--- config.mk ---
export PLATFORM = sky130hd
export DESIGN_NAME = i2c_target_responder_flat
export DESIGN_NICKNAME = d
export VERILOG_FILES = /design/src/rtl/i2c_target_responder_if.sv /design/src/rtl/i2c_target_responder.sv /design/src/flat_wrapper.sv
export SDC_FILE = /design/constraint.sdc
export NUM_CORES = 1
export LEC_CHECK = 0
export CAP_MARGIN = 20
export CORE_MARGIN = 2
export CORE_UTILIZATION = 30
export DETAILED_ROUTE_END_ITERATION = 10
export HOLD_SLACK_MARGIN = 0.1
export PLACE_DENSITY_LB_ADDON = 0.15
export RECOVER_POWER = 50
export SYNTH_ARGS = -nofsm -noshare
export SYNTH_HDL_FRONTEND = slang
export SYNTH_SLANG_ARGS = --single-unit
--- constraint.sdc ---
create_clock -name Pclk -period 8.9 [get_ports Pclk]
set_input_delay 2.67 -clock Pclk [delete_from_list [all_inputs] [get_ports Pclk]]
set_output_delay 2.67 -clock Pclk [all_outputs]
set_load 0.1 [all_outputs]
--- src/rtl/i2c_target_responder_if.sv ---
// Bus-side interface of i2c_target_responder.
// Carries the raw SCL/SDA levels into the target, plus the open-drain
// pull-down enables and the receive/status outputs coming back from it.
interface i2c_target_responder_if #(
   parameter int DATA_WIDTH = 8,
   parameter int MEM_DEPTH  = 16
);
   localparam int PTR_W = $clog2(MEM_DEPTH);

   logic                  scl_in;
   logic                  sda_in;
   logic                  sda_oe;
   logic                  scl_oe;
   logic [DATA_WIDTH-1:0] rx_data;
   logic                  rx_valid;
   logic                  busy;
   logic [PTR_W-1:0]      mem_ptr;

   // The target responder side.
   modport slave (
      input  scl_in, sda_in,
      output sda_oe, scl_oe, rx_data, rx_valid, busy, mem_ptr
   );

   // The bus model / controller side.
   modport master (
      output scl_in, sda_in,
      input  sda_oe, scl_oe, rx_data, rx_valid, busy, mem_ptr
   );
endinterface

--- src/rtl/i2c_target_responder.sv ---
// I2C target responder: oversamples SCL/SDA on Pclk, detects START/STOP,
// ACKs only TARGET_ADDR, and serves writes/reads from a small byte memory
// with an auto-incrementing pointer. A write first sets the pointer, then
// stores bytes; a read streams bytes starting at the pointer.
// Optional clock stretching after each acknowledge slot is enabled by
// defining I2C_TARGET_CLK_STRETCH_EN; otherwise scl_oe is tied low.
module i2c_target_responder #(
   parameter int                    ADDR_WIDTH     = 7,
   parameter int                    DATA_WIDTH     = 8,
   parameter logic [ADDR_WIDTH-1:0] TARGET_ADDR    = 7'h50,
   parameter int                    MEM_DEPTH      = 16,
   parameter int                    STRETCH_CYCLES = 8
) (
   input  logic                  Pclk,
   input  logic                  Presetn,
   i2c_target_responder_if.slave bus
);
   localparam int             PTR_W    = $clog2(MEM_DEPTH);
   localparam int             BCW      = $clog2(DATA_WIDTH + 1);
   localparam logic [BCW-1:0] LAST_BIT = BCW'(DATA_WIDTH - 1);
   localparam logic [BCW-1:0] FULL_CNT = BCW'(DATA_WIDTH);

   // Reject parameter sets the datapath cannot represent.
   if (((MEM_DEPTH & (MEM_DEPTH - 1)) != 0) || (MEM_DEPTH > (1 << DATA_WIDTH)) ||
       (STRETCH_CYCLES < 1) || (ADDR_WIDTH != DATA_WIDTH - 1)) begin : g_bad_cfg
      $error("i2c_target_responder: unsupported parameter set");
   end

   typedef enum logic [2:0] {
      IDLE     = 3'd0,
      ADDR     = 3'd1,
      ADDR_ACK = 3'd2,
      PTR      = 3'd3,
      WR_DATA  = 3'd4,
      WR_ACK   = 3'd5,
      RD_DATA  = 3'd6,
      RD_ACK   = 3'd7
   } state_t;

   state_t                state_r, state_s;
   logic                  scl_s1_r, scl_s2_r, scl_d_r;
   logic                  sda_s1_r, sda_s2_r, sda_d_r;
   logic [BCW-1:0]        bit_cnt_r, bit_cnt_s;
   logic [DATA_WIDTH-1:0] shift_r, shift_s;
   logic                  phase_r, phase_s;
   logic                  mack_r, mack_s;
   logic                  sda_oe_r, sda_oe_s;
   logic                  busy_r, busy_s;
   logic [PTR_W-1:0]      ptr_r, ptr_s;
   logic [DATA_WIDTH-1:0] rx_data_r, rx_data_s;
   logic                  rx_valid_r, rx_valid_s;
   logic                  mem_we_s;
   logic [DATA_WIDTH-1:0] rx_byte_s;
   logic [DATA_WIDTH-1:0] rd_byte_s;
   logic                  hold_s;
   logic                  scl_rise_s, scl_fall_s, start_s, stop_s;
   logic [DATA_WIDTH-1:0] mem_r [MEM_DEPTH];

   // Two-flop synchronizers plus one history flop each; idle bus level is 1.
   always_ff @(posedge Pclk or negedge Presetn) begin
      if (!Presetn) begin
         scl_s1_r <= 1'b1;
         scl_s2_r <= 1'b1;
         scl_d_r  <= 1'b1;
         sda_s1_r <= 1'b1;
         sda_s2_r <= 1'b1;
         sda_d_r  <= 1'b1;
      end else begin
         scl_s1_r <= bus.scl_in;
         scl_s2_r <= scl_s1_r;
         scl_d_r  <= scl_s2_r;
         sda_s1_r <= bus.sda_in;
         sda_s2_r <= sda_s1_r;
         sda_d_r  <= sda_s2_r;
      end
   end

   // While we stretch, no SCL edge is acted on.
   assign scl_rise_s = scl_s2_r & ~scl_d_r & ~hold_s;
   assign scl_fall_s = ~scl_s2_r & scl_d_r & ~hold_s;
   assign start_s    = scl_s2_r & scl_d_r & sda_d_r & ~sda_s2_r;
   assign stop_s     = scl_s2_r & scl_d_r & ~sda_d_r & sda_s2_r;
   assign rx_byte_s  = {shift_r[DATA_WIDTH-2:0], sda_s2_r};
   assign rd_byte_s  = mem_r[ptr_r];

`ifdef I2C_TARGET_CLK_STRETCH_EN
   localparam int SCW = (STRETCH_CYCLES > 1) ? $clog2(STRETCH_CYCLES) : 1;
   logic           scl_oe_r;
   logic [SCW-1:0] stretch_cnt_r;
   logic           slot_end_s;

   // The SCL fall that closes the 9th clock of any acknowledge slot.
   assign slot_end_s = scl_fall_s & phase_r & ~start_s & ~stop_s &
                       ((state_r == ADDR_ACK) || (state_r == WR_ACK) || (state_r == RD_ACK));
   assign hold_s     = scl_oe_r;
   assign bus.scl_oe = scl_oe_r;

   // Hold SCL low for STRETCH_CYCLES Pclk cycles after each acknowledge slot.
   always_ff @(posedge Pclk or negedge Presetn) begin
      if (!Presetn) begin
         scl_oe_r      <= 1'b0;
         stretch_cnt_r <= {SCW{1'b0}};
      end else if (start_s || stop_s) begin
         scl_oe_r      <= 1'b0;
         stretch_cnt_r <= {SCW{1'b0}};
      end else if (slot_end_s) begin
         scl_oe_r      <= 1'b1;
         stretch_cnt_r <= SCW'(STRETCH_CYCLES - 1);
      end else if (scl_oe_r) begin
         if (stretch_cnt_r == {SCW{1'b0}}) begin
            scl_oe_r <= 1'b0;
         end else begin
            stretch_cnt_r <= stretch_cnt_r - SCW'(1);
         end
      end else begin
         scl_oe_r <= 1'b0;
      end
   end
`else
   assign hold_s     = 1'b0;
   assign bus.scl_oe = 1'b0;
`endif

   // State and datapath registers; memory is intentionally not part of reset.
   always_ff @(posedge Pclk or negedge Presetn) begin
      if (!Presetn) begin
         state_r    <= IDLE;
         bit_cnt_r  <= {BCW{1'b0}};
         shift_r    <= {DATA_WIDTH{1'b0}};
         phase_r    <= 1'b0;
         mack_r     <= 1'b1;
         sda_oe_r   <= 1'b0;
         busy_r     <= 1'b0;
         ptr_r      <= {PTR_W{1'b0}};
         rx_data_r  <= {DATA_WIDTH{1'b0}};
         rx_valid_r <= 1'b0;
      end else begin
         state_r    <= state_s;
         bit_cnt_r  <= bit_cnt_s;
         shift_r    <= shift_s;
         phase_r    <= phase_s;
         mack_r     <= mack_s;
         sda_oe_r   <= sda_oe_s;
         busy_r     <= busy_s;
         ptr_r      <= ptr_s;
         rx_data_r  <= rx_data_s;
         rx_valid_r <= rx_valid_s;
      end
   end

   // Next-state and output decode; phase_r marks the second half of an ACK slot.
   always_comb begin
      state_s    = state_r;
      bit_cnt_s  = bit_cnt_r;
      shift_s    = shift_r;
      phase_s    = phase_r;
      mack_s     = mack_r;
      sda_oe_s   = sda_oe_r;
      busy_s     = busy_r;
      ptr_s      = ptr_r;
      rx_data_s  = rx_data_r;
      rx_valid_s = 1'b0;
      mem_we_s   = 1'b0;
      if (start_s || stop_s) begin
         state_s   = start_s ? ADDR : IDLE;
         bit_cnt_s = {BCW{1'b0}};
         phase_s   = 1'b0;
         sda_oe_s  = 1'b0;
         busy_s    = 1'b0;
      end else begin
         case (state_r)
            IDLE: begin
               sda_oe_s = 1'b0;
            end
            ADDR: begin
               if (scl_rise_s) begin
                  shift_s = rx_byte_s;
                  if (bit_cnt_r == LAST_BIT) begin
                     bit_cnt_s = {BCW{1'b0}};
                     phase_s   = 1'b0;
                     if (rx_byte_s[DATA_WIDTH-1 -: ADDR_WIDTH] == TARGET_ADDR) begin
                        state_s = ADDR_ACK;
                        busy_s  = 1'b1;
                     end else begin
                        state_s = IDLE;
                     end
                  end else begin
                     bit_cnt_s = bit_cnt_r + BCW'(1);
                  end
               end else begin
                  bit_cnt_s = bit_cnt_r;
               end
            end
            ADDR_ACK, WR_ACK: begin
               if (scl_fall_s) begin
                  if (!phase_r) begin
                     sda_oe_s = 1'b1;
                     phase_s  = 1'b1;
                  end else begin
                     phase_s   = 1'b0;
                     bit_cnt_s = {BCW{1'b0}};
                     if (state_r == WR_ACK) begin
                        state_s  = WR_DATA;
                        sda_oe_s = 1'b0;
                     end else if (shift_r[0]) begin
                        state_s  = RD_DATA;
                        shift_s  = rd_byte_s;
                        sda_oe_s = ~rd_byte_s[DATA_WIDTH-1];
                     end else begin
                        state_s  = PTR;
                        sda_oe_s = 1'b0;
                     end
                  end
               end else begin
                  phase_s = phase_r;
               end
            end
            PTR, WR_DATA: begin
               if (scl_rise_s) begin
                  shift_s = rx_byte_s;
                  if (bit_cnt_r == LAST_BIT) begin
                     bit_cnt_s = {BCW{1'b0}};
                     phase_s   = 1'b0;
                     state_s   = WR_ACK;
                     if (state_r == PTR) begin
                        ptr_s = rx_byte_s[PTR_W-1:0];
                     end else begin
                        mem_we_s   = 1'b1;
                        rx_data_s  = rx_byte_s;
                        rx_valid_s = 1'b1;
                        ptr_s      = ptr_r + PTR_W'(1);
                     end
                  end else begin
                     bit_cnt_s = bit_cnt_r + BCW'(1);
                  end
               end else begin
                  bit_cnt_s = bit_cnt_r;
               end
            end
            RD_DATA: begin
               if (scl_rise_s) begin
                  bit_cnt_s = bit_cnt_r + BCW'(1);
               end else if (scl_fall_s) begin
                  if (bit_cnt_r == FULL_CNT) begin
                     sda_oe_s  = 1'b0;
                     ptr_s     = ptr_r + PTR_W'(1);
                     bit_cnt_s = {BCW{1'b0}};
                     phase_s   = 1'b0;
                     state_s   = RD_ACK;
                  end else begin
                     shift_s  = {shift_r[DATA_WIDTH-2:0], 1'b0};
                     sda_oe_s = ~shift_r[DATA_WIDTH-2];
                  end
               end else begin
                  bit_cnt_s = bit_cnt_r;
               end
            end
            RD_ACK: begin
               if (scl_rise_s) begin
                  mack_s  = sda_s2_r;
                  phase_s = 1'b1;
               end else if (scl_fall_s && phase_r) begin
                  phase_s = 1'b0;
                  if (!mack_r) begin
                     state_s  = RD_DATA;
                     shift_s  = rd_byte_s;
                     sda_oe_s = ~rd_byte_s[DATA_WIDTH-1];
                  end else begin
                     state_s  = IDLE;
                     sda_oe_s = 1'b0;
                  end
               end else begin
                  phase_s = phase_r;
               end
            end
            default: begin
               state_s  = IDLE;
               sda_oe_s = 1'b0;
            end
         endcase
      end
   end

   // Byte store written at the 8th data bit; contents survive reset.
   always_ff @(posedge Pclk) begin
      if (mem_we_s) begin
         mem_r[ptr_r] <= rx_byte_s;
      end
   end

   assign bus.sda_oe   = sda_oe_r;
   assign bus.rx_data  = rx_data_r;
   assign bus.rx_valid = rx_valid_r;
   assign bus.busy     = busy_r;
   assign bus.mem_ptr  = ptr_r;

endmodule

--- src/flat_wrapper.sv ---
// flat-port wrapper written by rule: the top's interface ports become plain ports
module i2c_target_responder_flat 
#(
   parameter int                    ADDR_WIDTH     = 7,
   parameter int                    DATA_WIDTH     = 8,
   parameter logic [ADDR_WIDTH-1:0] TARGET_ADDR    = 7'h50,
   parameter int                    MEM_DEPTH      = 16,
   parameter int                    STRETCH_CYCLES = 8
)
  (Pclk, Presetn, bus_scl_in, bus_sda_in, bus_sda_oe, bus_scl_oe, bus_rx_data, bus_rx_valid, bus_busy, bus_mem_ptr);
  i2c_target_responder_if #(.DATA_WIDTH(DATA_WIDTH), .MEM_DEPTH(MEM_DEPTH)) bus_i ();
  input  logic Pclk;
  input  logic Presetn;
  input wire logic [$bits(bus_i.scl_in)-1:0] bus_scl_in;
  input wire logic [$bits(bus_i.sda_in)-1:0] bus_sda_in;
  output wire logic [$bits(bus_i.sda_oe)-1:0] bus_sda_oe;
  output wire logic [$bits(bus_i.scl_oe)-1:0] bus_scl_oe;
  output wire logic [$bits(bus_i.rx_data)-1:0] bus_rx_data;
  output wire logic [$bits(bus_i.rx_valid)-1:0] bus_rx_valid;
  output wire logic [$bits(bus_i.busy)-1:0] bus_busy;
  output wire logic [$bits(bus_i.mem_ptr)-1:0] bus_mem_ptr;
  assign bus_i.scl_in = bus_scl_in;
  assign bus_i.sda_in = bus_sda_in;
  assign bus_sda_oe = bus_i.sda_oe;
  assign bus_scl_oe = bus_i.scl_oe;
  assign bus_rx_data = bus_i.rx_data;
  assign bus_rx_valid = bus_i.rx_valid;
  assign bus_busy = bus_i.busy;
  assign bus_mem_ptr = bus_i.mem_ptr;
  i2c_target_responder #(.ADDR_WIDTH(ADDR_WIDTH), .DATA_WIDTH(DATA_WIDTH), .TARGET_ADDR(TARGET_ADDR), .MEM_DEPTH(MEM_DEPTH), .STRETCH_CYCLES(STRETCH_CYCLES)) u_core (.Pclk(Pclk), .Presetn(Presetn), .bus(bus_i));
endmodule
==> results.cfg, run 1 <==
[status]
outcome = finished, violations left
violations = max-capacitance violations, max-slew violations

[die]
ioPinCount = 20
die_x_um = 161.1
dieArea_um2 = 25960
initial_core_util_pct = 30.55
rows = 57
core_um2 = 24250
fp.dieH_um = 161.1

[route]
vias = 4099
vias_per_cell = 5.017
postRouteAntennaNets = 0
drcViolationCount = 0
wl_per_cell_um = 21.34
drtIter0Drc = 322
drt-pass1-iter-count = 5
drt-total-wl_mm = 17.43

[sta]
finalCritPeriodShare_pct = 59.03
maxSlewViolCount = 1
clock-skew-final_ps = 9.282
setup_ws_ps = 3647
tightest_slew_ps = 1500
final.setup.tns_ps = 0
period_needed_ps = 5253
max_freq_mhz = 190.4
hold_viol_final = 0
rsz0062_at_grt = false
setup_violations = 0
slew_headroom_pct = -1.404

[clock_network]
clock_latency_ps = 420
post_cts_buffers = 0
cts_hold_buf = 0
path_clk_slew_ps = 70
htree_levels = 4
root_buffer = clkbuf_16
post_cts_resized = 0
clock-sinks = 165
clk_path_buf_depth = 2
cts_made_buffers = 17
cts_tree = built

[worst_setup_path]
critPathMaxFanout = 38
critPathMaxStageDelay_ps = 1260
required_ps = 6230
critPathKind = reg2out
r2r_slack_ps = 4750
reg2reg_depth = 6
cp-endpoint = bus_mem_ptr[0]
r2r-start = u_core.sda_s2_r$_DFF_PN1_
crit_path_start_kind = flop
cp.arrival_ps = 2580
path_cells = buf_4 -> clkdlybuf4s50_1
critPathBufInv = 2
startpoint = u_core.bus.mem_ptr[0]$_DFFE_PN0P_
cp_slowest_cell = clkdlybuf4s50_1
cp_top_family = buffers and inverters
end_kind = output pin
r2r-end = u_core.mem_r[13][1]$_DFFE_PP_
cp_num_cells = 2

[finish]
multi_input_area_um2 = 2380
diodes = 0
fillers = 2353
nNetsFinal = 493
drive_gt1_share_pct = 18.05
seqCellArea_um2 = 4780
area_growth_pct = 14.17
fin_util_pct = 34.88
fin_cells = 817
final_area_um2 = 8457

[grt]
grt_max_degree = 39
grt_pass1_vias = 4169
grtUsageTotal_pct = 13.92
grt_pass1_wl_mm = 26.75
grt_remaining_overflow = 0
antenna_found_initial = 0

[place]
gp_congestion = 0.7542
detailedPlace.worstSlack_ps = 4019
hpwl_mm = 10.89
placed_area_um2 = 7900
io_buffers = 18
dp_cells = 784

[logic_synthesis]
synthTopCellsByArea = edfxtp_1, dfrtp_1, mux4_2
synth_top_area_share_pct = 51.89
synth_cell_type_count = 58
ys_async_sr_fraction_pct = 22.42
synth_seq_cells = 165
synth-edff-count = 128
yosysWarnings = 0
ys_seq_area_share_pct = 64.51
syn_avg_cell_area_um2 = 16.07
synth_nets = 474
synthCells = 461
yosysTopAreaCell = edfxtp_1
synth_ff_type = edfxtp_1
mappedNetlistArea_um2 = 7407

[power]
power_density_nw_per_um2 = 199.7
max-vdd-ir-drop_mv = 0.1265
leakage_uw = 0.002764

[hold_path]
holdCritPathClass = reg2reg

[run]
drv_cap = 1
[placed cells by master (no fill, tap or decap), types with 3 or more instances in the layout]
cell	count
dfstp_2	4
clkbuf_16	17
ha_1	9
nand3_1	6
nand3b_1	4
inv_1	17
mux2i_1	3
buf_4	6
clkdlybuf4s50_1	15
mux2_2	16
nor2b_1	3
a211o_1	3
o32ai_1	3
o21a_1	3
inv_8	3
and2_1	10
and3b_1	5
nor3_1	9
inv_6	6
a22o_1	10
dfrtp_1	29
a221oi_1	4
nand2_1	23
nor3b_1	3
a21oi_1	23
edfxtp_1	128
o21ai_0	12
a21o_1	4
nor2_1	19
mux4_1	13
nand2b_1	6
dfstp_1	3
clkbuf_1	6
mux4_2	26
[registers in the layout, summed over array words and instances, names as in the netlist, 3 cells and up]
signal and cells:
u_core.mem_r 128, u_core.bus.rx_data 8, u_core.shift_r 7, u_core.bit_cnt_r 4, u_core.bus.mem_ptr 4, u_core.state_r 3
[stage by stage]
stage                     total power (uW)  hold slack, ps
after global placement               966.4           346.9
after floorplan                      930.0           345.2
final                                 1688           365.0
after detailed placement             970.5           347.5
after CTS                             1707           360.6
after global routing                  1743           370.2
[cells in the mapped netlist, drive strengths merged (4+ instances only)]
cell / instances
a21o: 4
a21oi: 23
a221oi: 4
a22o: 10
and2: 11
and3b: 5
buf: 15
clkbuf: 14
dfrtp: 30
dfstp: 7
edfxtp: 128
ha: 9
inv: 17
mux2: 17
mux4: 39
nand2: 23
nand2b: 6
nand3: 6
nand3b: 4
nor2: 19
nor3: 9
o21ai: 12
[worst register-to-register path, cell delays in order (launching register included)]
cell,delay [ps]
dfstp_1,1150
xor2_1,260
and2_0,430
nor4_1,260
clkbuf_1,680
nand3_1,270
nor2_1,720
[cells by family after synthesis]
kind of cell	share of synthesized area, %
and+or+nand+nor	7.686
adders and majority gates	1.520
AOI/OAI and AO/OA	7.399
other	0.05063
xor gates and xnor gates	0.1183
buffers and inverters	3.159
muxes	15.56
DFF	64.51
[layer usage]
layer | up-vias | wire, um | GRT usage, % | part of all wire [%]
met1 | 2127 | 7966 | 19.17 | 46
met2 | 95 | 8503 | 22.14 | 49
met5 | - | 0 | 0 | 0
met3 | 24 | 664 | 3.107 | 3.8
li1 | 1853 | - | - | -
met4 | 0 | 299 | 4.221 | 1.7
[worst min path at each step]
stage                     slack (ps)                         to                       from  depth (start not counted)
after global routing             370  u_core.sda_s2_r$_DFF_PN1_  u_core.sda_s1_r$_DFF_PN1_                          0
after floorplan                  350  u_core.scl_s2_r$_DFF_PN1_  u_core.scl_s1_r$_DFF_PN1_                          0
after CTS                        360  u_core.sda_s2_r$_DFF_PN1_  u_core.sda_s1_r$_DFF_PN1_                          0
after global placement           350  u_core.sda_s2_r$_DFF_PN1_  u_core.sda_s1_r$_DFF_PN1_                          0
final                            360  u_core.sda_s2_r$_DFF_PN1_  u_core.sda_s1_r$_DFF_PN1_                          0
after detailed placement         350  u_core.sda_s2_r$_DFF_PN1_  u_core.sda_s1_r$_DFF_PN1_                          0
[area by class of cell]
| type | count | share of cell area [%] |
|---|---|---|
| clock buffers | 18 | 5.075 |
| clock inverters | 14 | 1.894 |
| repair buffers | 29 | 2.826 |
| well taps | 324 | 4.794 |
| inverters | 17 | 0.7545 |
| flip-flops and latches | 165 | 56.52 |
| multi-input cells | 250 | 28.14 |
[power breakdown]
group / switching [uW] / total (uW) / internal (uW) / leakage [uW]
Combinational: 53.1 / 73.7 / 20.6 / 0.000932
Clock: 336 / 736 / 400 / 0.000286
Sequential: 22.2 / 878 / 856 / 0.00155
No activity file was read; power rests on OpenSTA's default activity.
==> inputs of run 2 (changes only) <==
==> constraint.sdc (replaced) <==
create_clock -name Pclk -period 5 [get_ports Pclk]
set_input_delay 1.5 -clock Pclk [delete_from_list [all_inputs] [get_ports Pclk]]
set_output_delay 1.5 -clock Pclk [all_outputs]
set_load 0.1 [all_outputs]
==> run 2 against run 1 <==
The flow still finishes with violations (max-capacitance violations, max-slew violations); via count grew 1.0%; clock skew rose by 9.4 ps; worst setup slack got worse by 2400 ps; non-clock buffer count is 1 higher; clock power increased by 85%; global-route usage increased by 0.14 points; cell area is 1.1% higher; die area unchanged; combinational power grew 32%; critical path type unchanged.
==> results.cfg, run 2 (same netlist as run 1, synthesis figures left out) <==
[finish]
drive_gt1_share_pct = 20.04
final_common_cell = edfxtp_1
diodes = 0
nNetsFinal = 494
final_area_um2 = 8548
layout_common_cells = edfxtp_1, dfrtp_1, mux4_2
area_growth_pct = 15.41
top_register = u_core.mem_r
largest_reg_flops = 128

[worst_setup_path]
reg2reg_depth = 6
path_cells = buf_4 -> clkdlybuf4s50_1
cp_top_family = buffers and inverters
r2r-end = u_core.mem_r[14][2]$_DFFE_PP_
critPathMaxFanout = 19
critPathBufInv = 2
cp_slowest_cell = clkdlybuf4s50_1
r2r-start = u_core.sda_s2_r$_DFF_PN1_
critPathMaxStageDelay_ps = 1210
critPathKind = reg2out
r2r_slack_ps = 1640
end_kind = output pin
cp.arrival_ps = 2260
required_ps = 3500
crit_path_start_kind = flop

[clock_network]
cts_made_buffers = 17
clock_latency_ps = 440
clock-sinks = 165
post_cts_buffers = 0
cts_hold_buf = 0
root_buffer = clkbuf_16
clk_path_buf_depth = 2
cts_tree = built
htree_levels = 4
post_cts_resized = 0
path_clk_slew_ps = 70

[hold_path]
holdPathStages = 0
whs_endpoint = u_core.scl_s2_r$_DFF_PN1_
min_from = u_core.scl_s1_r$_DFF_PN1_
holdCritPathClass = reg2reg

[route]
drt-pass1-iter-count = 5
vias_per_cell = 5.064
postRouteAntennaNets = 0
wl_per_cell_um = 21.41
vias = 4142
drcViolationCount = 0
drtIter0Drc = 337
drt-total-wl_mm = 17.51

[place]
hpwl_mm = 10.87
placed_area_um2 = 7905
gp_congestion = 0.7918
detailedPlace.worstSlack_ps = 1695
io_buffers = 18

[power]
leakage_uw = 0.002813
max-vdd-ir-drop_mv = 0.1732
power_density_nw_per_um2 = 356.7

[die]
dieArea_um2 = 25960
ioPinCount = 20
die_x_um = 161.1
initial_core_util_pct = 30.55
rows = 57
core_um2 = 24250
fp.dieH_um = 161.1

[sta]
max_freq_mhz = 266.0
tightest_slew_ps = 2217
setup_violations = 0
slew_headroom_pct = -47.78
finalCritPeriodShare_pct = 75.18
maxSlewViolCount = 38
final.setup.tns_ps = 0
rsz0062_at_grt = false
hold_viol_final = 0
setup_ws_ps = 1241
clock-skew-final_ps = 18.69
period_needed_ps = 3759

[grt]
grtUsageTotal_pct = 14.06
grt_pass1_vias = 4266
antenna_found_initial = 0
grt_pass1_wl_mm = 26.79
grt_max_degree = 38
grt_remaining_overflow = 0

[status]
violations = max-capacitance violations, max-slew violations
outcome = finished, violations left

[run]
drv_cap = 1
-- run 2: through the flow --
step	std cells	hold slack [ps]	power (uW)	utilization (%)
finish	818	373.1	3049	35.25
global route	818	378.7	3156	35.25
CTS	817	368.8	3087	35.24
detailed placement	785	352.2	1722	32.60
global placement	785	347.4	1718	32.60
floorplan	461	345.2	1655	-
-- run 2: worst register-to-register path, stage by stage, from the launching register on --
cell	delay, ps
dfstp_1	1090
xor2_1	240
and2_1	340
nor4_2	180
buf_4	290
nand3_1	170
nor2_1	690
-- run 2: power breakdown --
group          total (uW)  internal, uW  switching (uW)
Combinational        97.1          35.6            61.5
Sequential           1590          1520            72.1
Clock                1360           698             660
Total                3050          2260             794
-- run 2: worst max-delay path by stage --
stage / startpoint / to / slack, ps / cells after the start
floorplan: u_core.bus.mem_ptr[0]$_DFFE_PN0P_ / u_core.shift_r[0]$_DFFE_PN0P_ / 2060 / 6
global placement: u_core.bus.mem_ptr[2]$_DFFE_PN0P_ / bus_mem_ptr[2] / 1710 / 2
detailed placement: u_core.bus.mem_ptr[2]$_DFFE_PN0P_ / bus_mem_ptr[2] / 1700 / 2
CTS: u_core.bus.mem_ptr[2]$_DFFE_PN0P_ / bus_mem_ptr[2] / 1220 / 2
global route: u_core.bus.mem_ptr[2]$_DFFE_PN0P_ / bus_mem_ptr[2] / 1180 / 2
finish: u_core.bus.mem_ptr[2]$_DFFE_PN0P_ / bus_mem_ptr[2] / 1240 / 2
-- run 2: cell type report --
cell class	count	area (um^2)
clock inverter	15	215.2
multi-input combinational	250	2401
clock buffer	17	425.4
tap	324	405.4
inverter	17	63.81
fill	2302	15700
sequential	165	4780
timing repair buffer	30	257.7
-- run 2: per-layer routing --
metal / routed length, um / GRT usage (%)
met4: 203 / 4.343
met3: 747 / 3.210
met5: 0 / 0
met2: 8392 / 22.01
met1: 8170 / 19.57
==> inputs of run 3 (changes only) <==
==> constraint.sdc (replaced) <==
create_clock -name Pclk -period 3.7 [get_ports Pclk]
set_input_delay 1.11 -clock Pclk [delete_from_list [all_inputs] [get_ports Pclk]]
set_output_delay 1.11 -clock Pclk [all_outputs]
set_load 0.1 [all_outputs]
==> run 3 against run 2 <==
The flow still finishes with violations (max-capacitance violations, max-slew violations); total power is 32% higher; first-iteration DRC count down 23%; routed wire length about the same; via count fell by 0.46%; critical path depth decreased by 1; clock power grew 29%; cell area about the same; final cell count increased by 1.1%; sequential power grew 36%; flip-flop and latch count did not move; combinational power up 34%; critical endpoint is now bus_mem_ptr[0]; highest routed layer unchanged.
==> results.cfg, run 3 (same netlist as run 1, synthesis figures left out) <==
[route]
drt-total-wl_mm = 17.53
drcViolationCount = 0
wl_per_cell_um = 21.20
vias = 4123
postRouteAntennaNets = 0
vias_per_cell = 4.985
drtIter0Drc = 260
drt-pass1-iter-count = 5

[clock_network]
cts_tree = built
path_clk_slew_ps = 70
post_cts_resized = 0
root_buffer = clkbuf_16
post_cts_buffers = 0
clk_path_buf_depth = 2
clock_latency_ps = 430
htree_levels = 4
clock-sinks = 165
cts_made_buffers = 17
cts_hold_buf = 0

[sta]
slew_headroom_pct = -51.54
hold_viol_final = 0
tightest_slew_ps = 2273
finalCritPeriodShare_pct = 77.97
period_needed_ps = 2885
clock-skew-final_ps = 16.52
setup_ws_ps = 815.0
rsz0062_at_grt = false
maxSlewViolCount = 38
setup_violations = 0
max_freq_mhz = 346.6
final.setup.tns_ps = 0

[place]
detailedPlace.worstSlack_ps = 768.4
io_buffers = 18
gp_congestion = 0.7990
hpwl_mm = 11.47
placed_area_um2 = 7963
dp_cells = 794

[worst_setup_path]
required_ps = 2590
critPathBufInv = 1
path_cells = buf_4
critPathMaxStageDelay_ps = 910
cp.arrival_ps = 1780
r2r_slack_ps = 810
critPathKind = reg2out
end_kind = output pin
crit_path_start_kind = flop
reg2reg_depth = 5
cp_slowest_cell = dfrtp_2
r2r-end = u_core.shift_r[6]$_DFFE_PN0P_
r2r-start = u_core.bus.mem_ptr[0]$_DFFE_PN0P_
critPathMaxFanout = 26
cp_top_family = flip-flops

[grt]
grt_pass1_vias = 4213
grt_max_degree = 38
grt_remaining_overflow = 0
grt_pass1_wl_mm = 26.83
grtUsageTotal_pct = 14.06
antenna_found_initial = 0

[die]
core_um2 = 24250
initial_core_util_pct = 30.55
fp.dieH_um = 161.1
rows = 57
ioPinCount = 20
die_x_um = 161.1
dieArea_um2 = 25960

[finish]
diodes = 0
layout_common_cells = edfxtp_1, buf_4, dfrtp_1
drive_gt1_share_pct = 24.06
largest_reg_flops = 128
nNetsFinal = 503
fillers = 2350
fin_cells = 827
final_area_um2 = 8549
area_growth_pct = 15.42
top_register = u_core.mem_r
final_common_cell = edfxtp_1

[power]
max-vdd-ir-drop_mv = 0.2713
leakage_uw = 0.002866
power_density_nw_per_um2 = 472.0

[hold_path]
min_from = u_core.scl_s1_r$_DFF_PN1_
whs_endpoint = u_core.scl_s2_r$_DFF_PN1_
holdPathStages = 0
holdCritPathClass = reg2reg

[status]
outcome = finished, violations left
violations = max-capacitance violations, max-slew violations

[run]
drv_cap = 1
==> run 3: changes by cell type in the layout (fill, tap and decap cells not counted), sizes merged <==
cell / previous run / this run
buf: 12 / 34
clkdlybuf4s50: 14 / 0
clkinvlp: 0 / 2
clkbuf: 19 / 20
clkinv: 7 / 6
inv: 25 / 24
==> run 3: how the worst max path moves through the flow <==
| stage | start | cells past startpoint | endpoint | slack [ps] |
|---|---|---|---|---|
| global placement | u_core.bus.mem_ptr[0]$_DFFE_PN0P_ | 5 | u_core.shift_r[6]$_DFFE_PN0P_ | 760 |
| finish | u_core.bus.mem_ptr[0]$_DFFE_PN0P_ | 1 | bus_mem_ptr[0] | 810 |
| global route | Presetn | 1 | u_core.bus.mem_ptr[0]$_DFFE_PN0P_ | 400 |
| detailed placement | u_core.bus.mem_ptr[0]$_DFFE_PN0P_ | 5 | u_core.shift_r[6]$_DFFE_PN0P_ | 770 |
| floorplan | u_core.bus.mem_ptr[0]$_DFFE_PN0P_ | 6 | u_core.shift_r[0]$_DFFE_PN0P_ | 760 |
| CTS | u_core.bus.mem_ptr[0]$_DFFE_PN0P_ | 1 | bus_mem_ptr[0] | 730 |
==> run 3: cell type report <==
class / count / area [um^2] / share of cell area (%)
well taps: 324 / 405.4 / 4.742
clock buffers: 17 / 425.4 / 4.976
flip-flops and latches: 165 / 4780 / 55.91
repair buffers: 39 / 311.5 / 3.644
inverters: 17 / 63.81 / 0.7464
multi-input cells: 250 / 2401 / 28.08
clock inverters: 15 / 162.7 / 1.903
==> run 3: stage by stage <==
| stage | util, % | total power [uW] | hold slack [ps] |
|---|---|---|---|
| finish | 35.26 | 4036 | 362.0 |
| detailed placement | 32.84 | 2335 | 346.8 |
| floorplan | - | 2237 | 345.2 |
| CTS | 35.26 | 4082 | 357.5 |
| global placement | 32.84 | 2328 | 346.6 |
| global route | 35.26 | 4175 | 366.5 |
==> run 3: where the power goes <==
group | total [uW] | leakage [uW] | internal [uW] | switching [uW]
logic | 130 | 0.00104 | 48.3 | 81.6
registers | 2160 | 0.00155 | 2060 | 102
clock network | 1750 | 0.000283 | 905 | 841
==> run 3: worst register-to-register path, cell delays in order, from the launching register on <==
cell and delay [ps]:
dfrtp_2 910, buf_4 340, mux4_1 570, mux4_2 470, a22o_1 240, mux2_4 250
==> run 3: metal layers <==
metal	track usage (%)	vias to the layer above	wire length [um]
li1	-	1874	-
met1	19.30	2154	8248
met2	23.08	79	8600
met3	2.619	16	477
met4	3.693	0	203
met5	0	-	0
